[config.mk]
export PLATFORM = sky130hd
export DESIGN_NAME = ls_proc_param_flat
export DESIGN_NICKNAME = d
export VERILOG_FILES = /design/src/rtl/ls_proc_param_if.sv /design/src/rtl/ls_proc_param.sv /design/src/flat_wrapper.sv
export SDC_FILE = /design/constraint.sdc
export NUM_CORES = 1
export LEC_CHECK = 0
export ABC_AREA = 1
export CAP_MARGIN = 20
export CORE_UTILIZATION = 60
export DETAILED_ROUTE_END_ITERATION = 12
export PLACE_DENSITY = 0.81
export SETUP_SLACK_MARGIN = 0.05
export SLEW_MARGIN = 30
export SYNTH_ARGS = -nofsm -noshare
export SYNTH_HDL_FRONTEND = slang
export SYNTH_SLANG_ARGS = --single-unit
export TNS_END_PERCENT = 30
[constraint.sdc]
create_clock -name clk -period 2.6 [get_ports clk]
set_input_delay 0.39 -clock clk [delete_from_list [all_inputs] [get_ports clk]]
set_output_delay 0.39 -clock clk [all_outputs]
set_load 0.005 [all_outputs]
[src/rtl/ls_proc_param_if.sv]
// Instruction-memory req/ack port of the ls_proc_param core.
// The master side is the core and the slave side is the instruction memory.
interface ls_proc_param_if #(
  parameter int unsigned DATA_W = 4,
  parameter int unsigned ADDR_W = 4,
  parameter int unsigned PC_W   = 4
);
  localparam int unsigned INSTR_W = 3 + ADDR_W + DATA_W;

  logic               imem_req;
  logic [PC_W-1:0]    imem_addr;
  logic               imem_ack;
  logic [INSTR_W-1:0] imem_rdata;

  modport master (
    output imem_req,
    output imem_addr,
    input  imem_ack,
    input  imem_rdata
  );

  modport slave (
    input  imem_req,
    input  imem_addr,
    output imem_ack,
    output imem_rdata
  );
endinterface

[src/rtl/ls_proc_param.sv]
// Parametrised multi-cycle load-store core: req/ack fetch, internal data RAM, ALU with flags.
// Optional feature macro BRANCH_EN turns opcode 000 into BZ (branch to {op1,op2} when zero set).
module ls_proc_param #(
  parameter int unsigned DATA_W = 4,
  parameter int unsigned ADDR_W = 4,
  parameter int unsigned PC_W   = 4
) (
  input  logic                   clk,
  input  logic                   reset,
  input  logic                   i_run,
  ls_proc_param_if.master        imem,
  input  logic [ADDR_W-1:0]      i_dbg_addr,
  output logic [DATA_W-1:0]      o_dbg_data,
  output logic [PC_W-1:0]        o_pc,
  output logic                   o_carry,
  output logic                   o_zero,
  output logic                   o_busy,
  output logic                   o_halted
);

  localparam int unsigned INSTR_W = 3 + ADDR_W + DATA_W;
  localparam int unsigned Depth   = 1 << ADDR_W;

  typedef enum logic [2:0] {
    OpNop  = 3'b000,
    OpLdi  = 3'b001,
    OpAdd  = 3'b010,
    OpSub  = 3'b011,
    OpAnd  = 3'b100,
    OpOr   = 3'b101,
    OpXor  = 3'b110,
    OpHalt = 3'b111
  } opcode_e;

  typedef enum logic [2:0] {
    StIdle,
    StFetch,
    StDecode,
    StRead,
    StExec,
    StWrite,
    StHalt
  } state_e;

  state_e               r_state;
  state_e               w_state_d;
  logic [PC_W-1:0]      r_pc;
  logic [INSTR_W-1:0]   r_instr;
  logic                 r_carry;
  logic                 r_zero;
  logic [DATA_W-1:0]    r_opa;
  logic [DATA_W-1:0]    r_res;
  logic                 r_res_carry;
  logic [DATA_W-1:0]    r_mem [Depth];

  opcode_e              w_opcode;
  logic [ADDR_W-1:0]    w_op1;
  logic [DATA_W-1:0]    w_op2;
  logic                 w_is_ldi;
  logic                 w_is_alu;
  logic [DATA_W:0]      w_alu_sum;
  logic [DATA_W-1:0]    w_alu_res;
  logic                 w_alu_carry;
  logic [PC_W-1:0]      w_pc_next;

  assign w_opcode = opcode_e'(r_instr[INSTR_W-1 -: 3]);
  assign w_op1    = r_instr[DATA_W +: ADDR_W];
  assign w_op2    = r_instr[DATA_W-1:0];
  assign w_is_ldi = (w_opcode == OpLdi);
  assign w_is_alu = (w_opcode != OpNop) && (w_opcode != OpLdi) && (w_opcode != OpHalt);

  // Next-state logic
  always_comb begin
    w_state_d = r_state;
    unique case (r_state)
      StIdle:   if (i_run) w_state_d = StFetch;
      StFetch:  if (imem.imem_ack) w_state_d = StDecode;
      StDecode: begin
        unique case (w_opcode)
          OpNop, OpLdi: w_state_d = StWrite;
          OpHalt:       w_state_d = StHalt;
          default:      w_state_d = StRead;
        endcase
      end
      StRead:   w_state_d = StExec;
      StExec:   w_state_d = StWrite;
      StWrite:  w_state_d = StFetch;
      StHalt:   w_state_d = StHalt;
      default:  w_state_d = StIdle;
    endcase
  end

  always_ff @(posedge clk) begin
    if (reset) begin
      r_state <= StIdle;
    end else begin
      r_state <= w_state_d;
    end
  end

  // ALU: one extra result bit carries the carry-out, or the borrow for SUB.
  always_comb begin
    w_alu_sum = '0;
    unique case (w_opcode)
      OpAdd:   w_alu_sum = {1'b0, r_opa} + {1'b0, w_op2};
      OpSub:   w_alu_sum = {1'b0, r_opa} - {1'b0, w_op2};
      OpAnd:   w_alu_sum = {1'b0, r_opa & w_op2};
      OpOr:    w_alu_sum = {1'b0, r_opa | w_op2};
      OpXor:   w_alu_sum = {1'b0, r_opa ^ w_op2};
      default: w_alu_sum = '0;
    endcase
  end

  assign w_alu_res   = w_alu_sum[DATA_W-1:0];
  assign w_alu_carry = w_alu_sum[DATA_W];

`ifdef BRANCH_EN
  logic [PC_W-1:0] w_target;
  assign w_target  = PC_W'(r_instr[ADDR_W+DATA_W-1:0]);
  assign w_pc_next = ((w_opcode == OpNop) && r_zero) ? w_target : r_pc + PC_W'(1);
`else
  assign w_pc_next = r_pc + PC_W'(1);
`endif

  always_ff @(posedge clk) begin
    if (reset) begin
      r_pc        <= '0;
      r_instr     <= '0;
      r_carry     <= 1'b0;
      r_zero      <= 1'b0;
      r_opa       <= '0;
      r_res       <= '0;
      r_res_carry <= 1'b0;
      for (int i = 0; i < Depth; i++) begin
        r_mem[i] <= '0;
      end
    end else begin
      if ((r_state == StFetch) && imem.imem_ack) begin
        r_instr <= imem.imem_rdata;
      end
      if (r_state == StRead) begin
        r_opa <= r_mem[w_op1];
      end
      if (r_state == StExec) begin
        r_res       <= w_alu_res;
        r_res_carry <= w_alu_carry;
      end
      if (r_state == StWrite) begin
        if (w_is_ldi) begin
          r_mem[w_op1] <= w_op2;
        end else if (w_is_alu) begin
          r_mem[w_op1] <= r_res;
          r_carry      <= r_res_carry;
          r_zero       <= (r_res == '0);
        end
        r_pc <= w_pc_next;
      end
    end
  end

  assign imem.imem_req  = (r_state == StFetch);
  assign imem.imem_addr = r_pc;
  assign o_dbg_data     = r_mem[i_dbg_addr];
  assign o_pc           = r_pc;
  assign o_carry        = r_carry;
  assign o_zero         = r_zero;
  assign o_busy         = (r_state != StIdle) && (r_state != StHalt);
  assign o_halted       = (r_state == StHalt);

endmodule

[src/flat_wrapper.sv]
// flat-port wrapper written by rule: the top's interface ports become plain ports
module ls_proc_param_flat 
#(
  parameter int unsigned DATA_W = 4,
  parameter int unsigned ADDR_W = 4,
  parameter int unsigned PC_W   = 4
)
  (clk, reset, i_run, i_dbg_addr, o_dbg_data, o_pc, o_carry, o_zero, o_busy, o_halted, imem_imem_req, imem_imem_addr, imem_imem_ack, imem_imem_rdata);
  ls_proc_param_if #(.DATA_W(DATA_W), .ADDR_W(ADDR_W), .PC_W(PC_W)) imem_i ();
  input  logic clk;
  input  logic reset;
  input  logic i_run;
  input  logic [ADDR_W-1:0] i_dbg_addr;
  output logic [DATA_W-1:0] o_dbg_data;
  output logic [PC_W-1:0] o_pc;
  output logic o_carry;
  output logic o_zero;
  output logic o_busy;
  output logic o_halted;
  output wire logic [$bits(imem_i.imem_req)-1:0] imem_imem_req;
  output wire logic [$bits(imem_i.imem_addr)-1:0] imem_imem_addr;
  input wire logic [$bits(imem_i.imem_ack)-1:0] imem_imem_ack;
  input wire logic [$bits(imem_i.imem_rdata)-1:0] imem_imem_rdata;
  assign imem_imem_req = imem_i.imem_req;
  assign imem_imem_addr = imem_i.imem_addr;
  assign imem_i.imem_ack = imem_imem_ack;
  assign imem_i.imem_rdata = imem_imem_rdata;
  ls_proc_param #(.DATA_W(DATA_W), .ADDR_W(ADDR_W), .PC_W(PC_W)) u_core (.clk(clk), .reset(reset), .i_run(i_run), .imem(imem_i), .i_dbg_addr(i_dbg_addr), .o_dbg_data(o_dbg_data), .o_pc(o_pc), .o_carry(o_carry), .o_zero(o_zero), .o_busy(o_busy), .o_halted(o_halted));
endmodule
==> metrics.md, run 1 <==
| Metric | Value |
|---|---|
| Post-synth ARST share | 0% |
| Clock Skews | about 15 ps |
| Fin cells | 843 |
| Reg clk slew, reported paths | approximately 80 ps |
| Largest family of logic cells by synthesized area | simple AND/OR/NAND/NOR gates |
| Mux cell area share after synthesis | 0% |
| Root Driver | clkbuf_8 |
| Row cnt | 34 |
| Layout Area Growth over Synthesis | 11.0% |
| Post-synth EDFFs | 64 |
| Mapped Cells | 710 |
| RSZ-0062 raised after global routing | no |
| Initial antenna violation count | 0 |
| Hold WC Path Type | flop to flop |
| Vias in the first global route | 4622 |
| Filler Cells Inserted | ~770 |
| Overall routed net length | 13.7 mm |
| Ant diodes | 0 |
| Syn_nets | 744 |
| Fin crit share | a little over nine tenths |
| Yosys top cell area share | between 30% and 40% |
| Via count | approximately 5000 |
| Die Footprint | between 9000 and 10000 um2 |
| CP Max Fanout | 9 |
| Final Max Tran Viols | 0 |
| Post-DP HPWL | between 9 and 10 mm |
| Design area | 6130 um2 |
| DRT Pass-1 Iters | 10 |
| Post-route ant nets | 0 |
| First-pass GRT wire length | approximately 22 mm |
| Top cell by count, worst path | clkdlybuf4s50_1 |
| Hold_buf cts | 0 |
| Clock latency at the later pin of the worst-skew pair | between 300 and 400 ps |
| Largest net degree at the start of global routing | 39 |
| Clk sink count | a little over 90 |
| Status | complete, but fails checks |
| Crit path required time | 2210 ps |
| Kind of critical path | primary input to output pin |
| Synthesized cell area | between 5000 and 6000 um2 |
| Clock buffer depth | 2 |
| H-tree depth | 3 |
| Crit start category | primary input |
| Total grt overflow | 0 |
| Synth cell count leaders | nand2_1, nor2_1, edfxtp_1, o21ai_0, inv_1 |
| Max-cap violation count | 0 |
| Final worst setup slack | between 150 and 200 ps |
| Synth area leaders | edfxtp_1, nand2_1, dfxtp_1, nor2_1, o21ai_0 |
| Violated checks | DRC |
| Peak supply drop | roughly 0.38 mV |
| All-Layer GR Usage | between 20% and 30% |
| Relative slew margins | between 50% and 60% |
| TritonCTS clock tree | built |
| Setup TNS | 0 ps |
| Adder-cell share of the synthesized area | between 3 and 4% |
| Drc violations | 2 |
| Pleak | 0.00244 uW |
| Setup violators final | 0 |
| Routed WL per cell | roughly 16 um |
| Height of the die | between 90 and 100 um |
| Placed Instances | 824 |
| Synth Area in Compound Gates | around 12% |
| Routed vias/inst | approximately 5.8 |
| Number of synthesized register bits | 93 |
| Top delay family on crit path | buffers and inverters |
| Most common cell in the synthesized netlist | nand2_1 |
| Slowest cell on crit path | clkdlybuf4s50_1 |
| Dpl ws | between 40 and 50 ps |
| Port buffer count | 35 |
| Critical path arrival | just over 2000 ps |
| R2r setup slk | 420 ps |
| Hold Fails Final Rpt | 0 |
| Synth Area in XOR/XNOR | less than 1% |
| Worst-Margin Slew | ~730 ps |
| Sequential area share after synthesis | 45.3% |
| PD cells | just over 600 nW/um2 |
| Leading area contributor after synthesis | edfxtp_1 |
| Max stage delay on crit path | ~680 ps |
| Overall power | 3700 uW |
| Post-synth cell types | 38 |
| Share of cells above drive strength 1 | a little under a tenth |
| GP Congestion | about 0.96 |
| Final nets | roughly 760 |
| Initial Util | between 60% and 70% |
| Min Clock Period, post-route | ~2400 ps |
| Fmax | around 410 MHz |
| Crit path cell chain | clkdlybuf4s50_1 > inv_1 > o211ai_1 > nand3_1 > nand2_1 > clkdlybuf4s50_1 |
| # IOs | 36 |
| DR iter-0 viols | 410 |
| Mean Syn Cell Area | about 8 um2 |
| Core Region | between 8000 and 9000 um2 |
| Placed Instance Area | around 6000 um2 |
| Main flop type after synthesis | edfxtp_1 |
| Die Span X | between 90 and 100 um |
| TritonCTS Buffers | 9 |
| Synth warn | 0 |
| Synth Area in Simple Gates | 31.4% |
| CP endpoint kind | output pin |
| Bufs and invs on worst path | 3 |
==> logic make-up (layout without fill, tap and decap cells) <==
| kind of cell | count (synthesis) | in the layout |
|---|---|---|
| simple gates | 398 | 398 |
| compound gates | 115 | 115 |
| flops | 93 | 93 |
| buf+inv | 86 | 111 |
| fa+ha+maj | 15 | 15 |
| xor+xnor | 3 | 3 |
==> report_power, final <==
group / switching, uW / total [uW] / internal, uW
combinational: 600 / 922 / 321
clock: 535 / 1040 / 505
sequential: 81.8 / 1730 / 1650
total: 1220 / 3700 / 2480
==> through the flow <==
stage | hold slack (ps) | utilization (%)
final | 477 | 69.6
after CTS | 482 | 69.2
after global placement | 456 | 66.8
after detailed placement | 466 | 66.8
after floorplan | 445 | -
after global routing | 508 | 69.6
==> path summary, 6_finish.rpt <==
check,from,end,cells after the start
setup / recovery,i_dbg_addr[2],o_dbg_data[3],6
hold / removal,u_core.o_zero,u_core.o_zero,2
setup reg to reg,u_core.r_instr[0],u_core.r_res_carry,10
hold reg to reg,u_core.o_zero,u_core.o_zero,2
==> final cells by class <==
type / instances / area [um2] / area share, %
Clock inverter: 5 / 56.3 / 0.919
Multi-Input combinational cell: 531 / 2620 / 42.8
Inverter: 46 / 179 / 2.92
Sequential cell: 93 / 2500 / 40.8
Timing Repair inverter: 1 / 5.00 / 0.0817
Clock buffer: 11 / 153 / 2.49
Timing Repair Buffer: 48 / 473 / 7.72
Tap cell: 108 / 135 / 2.21
==> sequential cells by signal, summed over array words and instances, names as in the netlist <==
register               flops
u_core.imem.imem_addr      4
u_core.r_state             3
u_core.r_instr            11
u_core.r_res               4
u_core.o_zero              1
u_core.r_res_carry         1
u_core.o_carry             1
u_core.r_mem              64
u_core.r_opa               4
==> placed cells by master, fill, tap and decap left out, types with 2 or more instances in the layout <==
| master | count |
|---|---|
| nand3_1 | 38 |
| edfxtp_1 | 64 |
| o211ai_1 | 14 |
| inv_4 | 2 |
| or2_2 | 2 |
| nand2_1 | 202 |
| buf_6 | 2 |
| nor2_1 | 116 |
| a21oi_1 | 29 |
| inv_2 | 5 |
| nand4_1 | 10 |
| buf_4 | 9 |
| clkdlybuf4s50_1 | 33 |
| nand2_2 | 4 |
| xor2_1 | 2 |
| dlymetal6s2s_1 | 2 |
| ha_1 | 14 |
| dfxtp_1 | 29 |
| inv_1 | 39 |
| clkinvlp_4 | 2 |
| a31oi_1 | 2 |
| nor2_4 | 6 |
| clkbuf_8 | 9 |
| o21ai_0 | 62 |
| nor2_2 | 10 |
| nand2_4 | 3 |
| o21ai_4 | 4 |
==> worst register-to-register path: cells and delay by family (launching register included) <==
family | cells | cell delay, ps
buffers and inverters | 2 | 190
AOI/OAI and AO/OA | 3 | 540
DFF | 1 | 390
and+or+nand+nor | 3 | 200
adders and majority gates | 2 | 800
==> per-layer routing <==
metal  vias up  GRT usage, %  share of wire [%]
met2       251          50.0                 49
met4         0          15.9                3.8
li1       2379             -                  -
met3        48          6.01                8.5
met5         -             0                  0
met1      2198          36.3                 39
==> timing repair <==
item                       CTS  global route
setup endpoints to repair    2             4
setup buffers                0             2
gates cloned                 0             1
resized for setup            1             6
Note: power is estimated with default switching activity, not from simulation.
==> run 2: changes to the inputs <==
SETUP_SLACK_MARGIN = 0.02   (was 0.05)
SKIP_CTS_REPAIR_TIMING = 1   (was unset)
==> run 2 against run 1 <==
Against the previous run:
- the run still ends with DRC left
- non-clock buffer count is the same
- via count grew 0.41%
- sequential share of layout area is the same
- design area unchanged
- first-iteration DRC count is 19% higher
- clock skew rose by 3.0 ps
- clock-buffer cell count is the same
- sequential cell count is the same
- critical path type unchanged
- critical endpoint unchanged
- largest cell class unchanged
==> metrics.md, run 2 (synthesis results as in run 1) <==
| Metric | Value |
|---|---|
| Status | complete, but fails checks |
| Violated checks | DRC |
| Clock latency at the later pin of the worst-skew pair | between 300 and 400 ps |
| Relative slew margins | 51.2% |
| Design area | just over 6000 um2 |
| Top cell by count, worst path | clkdlybuf4s50_1 |
| Via count | just under 5000 |
| Crit path cell chain | clkdlybuf4s50_1 > inv_1 > o211ai_1 > nand3_1 > nand2_1 > clkdlybuf4s50_1 |
| First-pass GRT wire length | 22.2 mm |
| Top Registers | u_core.r_mem (64), u_core.r_instr (11) |
| All-Layer GR Usage | around 30% |
| Layout Area Growth over Synthesis | 11.0% |
| Overall routed net length | ~14 mm |
| Hold WC Path Type | flop to flop |
| Clock Skews | 17.8 ps |
| Drc violations | 2 |
| Min Clock Period, post-route | about 2400 ps |
| TritonCTS clock tree | built |
| Critical path arrival | 2050 ps |
| DRT Pass-1 Iters | 9 |
| Max-cap violation count | 0 |
| Highest-count cells in the layout ignoring fill and taps | nand2_1, nor2_1, edfxtp_1 |
| Overall power | 3700 uW |
| Reg clk slew, reported paths | roughly 80 ps |
| CP endpoint kind | output pin |
| Post-DP HPWL | 9.82 mm |
| Slowest cell on crit path | clkdlybuf4s50_1 |
| Initial Util | between 60% and 70% |
| Fin crit share | a little over nine tenths |
| Met2 WL post-DR | about 6.6 mm |
| Max stage delay on crit path | 680 ps |
| Met3 wire len | around 1.1 mm |
| Top reg by flops | u_core.r_mem |
| Placed Instance Area | approximately 5900 um2 |
| Clock buffer depth | 2 |
| Crit start category | primary input |
| Die Span X | just under 100 um |
| Kind of critical path | primary input to output pin |
| H-tree depth | 3 |
| Routed WL per cell | around 16 um |
| RSZ-0062 raised after global routing | no |
| # IOs | 36 |
| Pleak | 0.00244 uW |
| Final nets | 764 |
| Hold Fails Final Rpt | 0 |
| PD cells | about 600 nW/um2 |
| Post-route ant nets | 0 |
| Height of the die | 97.9 um |
| Filler Cells Inserted | 770 |
| Core Region | between 8000 and 9000 um2 |
| DR iter-0 viols | between 400 and 500 |
| GP Congestion | between 0.9 and 1 |
| Max reg flops | 64 |
| Routed vias/inst | roughly 5.8 |
| Root Driver | clkbuf_8 |
| Final Max Tran Viols | 0 |
| Vias in the first global route | between 4000 and 5000 |
| Fmax | between 400 and 500 MHz |
| Die Footprint | 9590 um2 |
| Largest net degree at the start of global routing | 39 |
| Initial antenna violation count | 0 |
| Commonest non-fill, non-tap cell in the layout | nand2_1 |
| M1 WL | 5.44 mm |
| Ant diodes | 0 |
| Worst-Margin Slew | ~730 ps |
| Highest Signal Layer | met4 |
| Row cnt | 34 |
| CP Max Fanout | 9 |
| Total grt overflow | 0 |
| Setup violators final | 0 |
| Clk sink count | 93 |
| Crit path required time | 2210 ps |
| Port buffer count | 35 |
| TritonCTS Buffers | 9 |
| Peak supply drop | 0.383 mV |
| Share of cells above drive strength 1 | 9.25% |
| Setup TNS | 0 ps |
run 2: worst max-delay path: cells and delay by family:
family	cells	cell delay [ps]
buffers and inverters	3	1350
AO/OA/AOI/OAI	1	120
AND/OR/NAND/NOR	2	200
run 2: layer usage:
layer  GRT usage (%)  up-vias
li1                -     2381
met1            36.3     2232
met2            49.9      235
met3            6.01       48
met4            15.9        0
met5               0        -
run 2: power by group:
part	switching, uW	leakage (uW)	internal, uW
clock	537	0.000103	505
sequential	82.2	0.000896	1650
combinational	598	0.00144	321
total	1220	0.00244	2480
run 2: area by class of cell:
type	count	area, um2	share of cell area (%)
inverters	46	179	2.92
clock buffers	11	153	2.49
flip-flops and latches	93	2500	40.8
well taps	108	135	2.21
repair inverters	1	5.00	0.0817
clock inverters	5	56.3	0.919
repair buffers	48	473	7.72
multi-input cells	531	2620	42.8
run 2: worst paths after layout:
kind,startpoint,endpoint,slack (ps),depth (start not counted)
worst max-delay path,i_dbg_addr[2],o_dbg_data[3],160,6
worst min-delay path,u_core.o_zero,u_core.o_zero,480,2
worst max register to register,u_core.r_instr[0],u_core.r_res_carry,410,10
worst min register to register,u_core.o_zero,u_core.o_zero,480,2
run 2: stage by stage:
step	std cells	setup slack (ps)	utilization, %	hold WS, ps
after floorplan	710	657	-	445
after global placement	824	48.0	66.8	456
after detailed placement	824	43.9	66.8	466
after CTS	840	31.5	69.2	482
after global routing	843	67.1	69.6	508
final	843	158	69.6	478
==> run 3: changes to the inputs <==
CORE_UTILIZATION = 35   (was 60)
PLACE_DENSITY = unset   (was 0.81)
==> run 3 against run 2 <==
Against the previous run:
- the flow now finishes without violations
- cell count rose by 13%
- utilization fell by 28 points
- sequential power barely moved
- first-iteration DRC count fell by 27%
- largest cell class unchanged
- largest power group unchanged
==> metrics.md, run 3 (synthesis results as in run 1) <==
| Metric | Value |
|---|---|
| Status | finished clean |
| Pleak | approximately 0.0025 uW |
| Initial antenna violation count | 0 |
| Via count | around 4700 |
| Worst-Margin Slew | between 700 and 800 ps |
| Setup violators final | 0 |
| Overall routed net length | approximately 14 mm |
| Overall power | 4090 uW |
| Met2 GRT Util | between 30% and 40% |
| TritonCTS Buffers | 9 |
| PD cells | approximately 640 nW/um2 |
| # IOs | 36 |
| Clock buffer depth | 2 |
| Routed vias/inst | between 4 and 5 |
| Peak supply drop | 0.334 mV |
| Clock latency at the later pin of the worst-skew pair | 350 ps |
| Hold WC Path Type | flop to flop |
| Critical path arrival | between 1500 and 2000 ps |
| Kind of critical path | primary input to output pin |
| Commonest non-fill, non-tap cell in the layout | nand2_1 |
| RSZ-0062 raised after global routing | no |
| Switching pwr | around 1300 uW |
| Initial Util | a little over a third |
| Vias in the first global route | around 4500 |
| Top Registers | u_core.r_mem (64), u_core.r_instr (11) |
| Most used routing layer | met2 |
| H-tree depth | 3 |
| Largest net degree at the start of global routing | 39 |
| Highest-count cells in the layout ignoring fill and taps | nand2_1, nor2_1, edfxtp_1 |
| Ant diodes | 0 |
| Multi-input logic area | around 2600 um2 |
| Setup TNS | 0 ps |
| Clock Power Share | 34.4% |
| Root Driver | clkbuf_16 |
| Register Area | roughly 2500 um2 |
| Min Clock Period, post-route | 2320 ps |
| Clk sink count | 93 |
| CP endpoint kind | output pin |
| Share of cells above drive strength 1 | roughly a tenth |
| Reg clk slew, reported paths | 70 ps |
| Final Max Tran Viols | 0 |
| Internal power | ~2800 uW |
| Die Span X | 128 um |
| Fin crit share | between 80% and 90% |
| Routed WL per cell | between 15 and 20 um |
| Crit start category | primary input |
| All-Layer GR Usage | between 10% and 20% |
| Post-route ant nets | 0 |
| Height of the die | roughly 130 um |
| Max reg flops | 64 |
| Post-DP HPWL | 10.6 mm |
| CP Max Fanout | 5 |
| Fmax | 431 MHz |
| Drc violations | 0 |
| Met1 Use GR | 24.9% |
| DRT Pass-1 Iters | 5 |
| Net switching fraction of the power | a little under a third |
| First-pass GRT wire length | ~23 mm |
| TritonCTS clock tree | built |
| Filler Cells Inserted | between 1500 and 2000 |
| Post-layout util | 41.9% |
| Seq pwr share | around 42% |
| Clock Skews | 11.3 ps |
| Port buffer count | 35 |
| Layout Area Growth over Synthesis | 16.4% |
| Core Region | between 15000 and 20000 um2 |
| Hold Fails Final Rpt | 0 |
| Crit path required time | 2210 ps |
| GP Congestion | slightly below 0.9 |
| Comb pwr share | a little under a quarter |
| Top reg by flops | u_core.r_mem |
| Die Footprint | approximately 16000 um2 |
| Final nets | between 700 and 800 |
| Row cnt | 45 |
| Met3 Use GR | 4.02% |
| Max-cap violation count | 0 |
| DR iter-0 viols | approximately 360 |
| Total grt overflow | 0 |
| Relative slew margins | just over 50% |
[run 3: changes by cell type in the layout (fill, tap and decap cells not counted), sizes merged]
cell,previous run,this run
clkinv,1,3
clkinvlp,3,2
clkbuf,12,9
bufinv,1,2
buf,12,17
inv,47,46
[run 3: path summary, 6_finish.rpt]
check / start / endpoint / slack [ps] / cells after the start
max: i_dbg_addr[2] / o_dbg_data[3] / 280 / 6
min: u_core.r_res_carry / u_core.r_res_carry / 480 / 2
max reg2reg: u_core.r_instr[0] / u_core.r_res[3] / 410 / 10
min reg2reg: u_core.r_res_carry / u_core.r_res_carry / 480 / 2
[run 3: critical path: stages]
cell and delay [ps]:
clkdlybuf4s50_1 560, inv_1 160, o211ai_1 140, nand3_1 110, nand2_1 70, clkdlybuf4s50_1 500
[run 3: through the flow]
step / std cells / hold slack, ps / cell area [um2] / worst slack (ps)
floorplan: 710 / 445 / 5520 / 657
global placement: 930 / 461 / 6040 / 62.0
detailed placement: 930 / 463 / 6040 / 38.4
CTS: 946 / 478 / 6360 / 25.2
global route: 949 / 498 / 6420 / 168
finish: 949 / 476 / 6420 / 282
[run 3: area by class of cell]
class | instances | share of cell area, %
Tap cell | 211 | 4.11
Multi-Input combinational cell | 531 | 40.8
Clock buffer | 9 | 3.51
Timing Repair Buffer | 52 | 8.42
Inverter | 46 | 2.79
Clock inverter | 7 | 1.38
Sequential cell | 93 | 39.0
[run 3: power by group through the flow]
stage | registers, uW | clock network (uW) | logic [uW]
after floorplan | 1730 | 0 | 701
after global placement | 1770 | 0 | 938
after detailed placement | 1770 | 0 | 938
after CTS | 1730 | 1430 | 941
after global routing | 1740 | 1480 | 1060
final | 1730 | 1410 | 948
[run 3: routing by layer]
metal	part of all wire, %	routed length, um	vias up
li1	-	-	2386
met1	47	6680	2166
met2	46	6560	150
met3	6.2	884	20
met4	1.3	190	0
met5	0	0	-
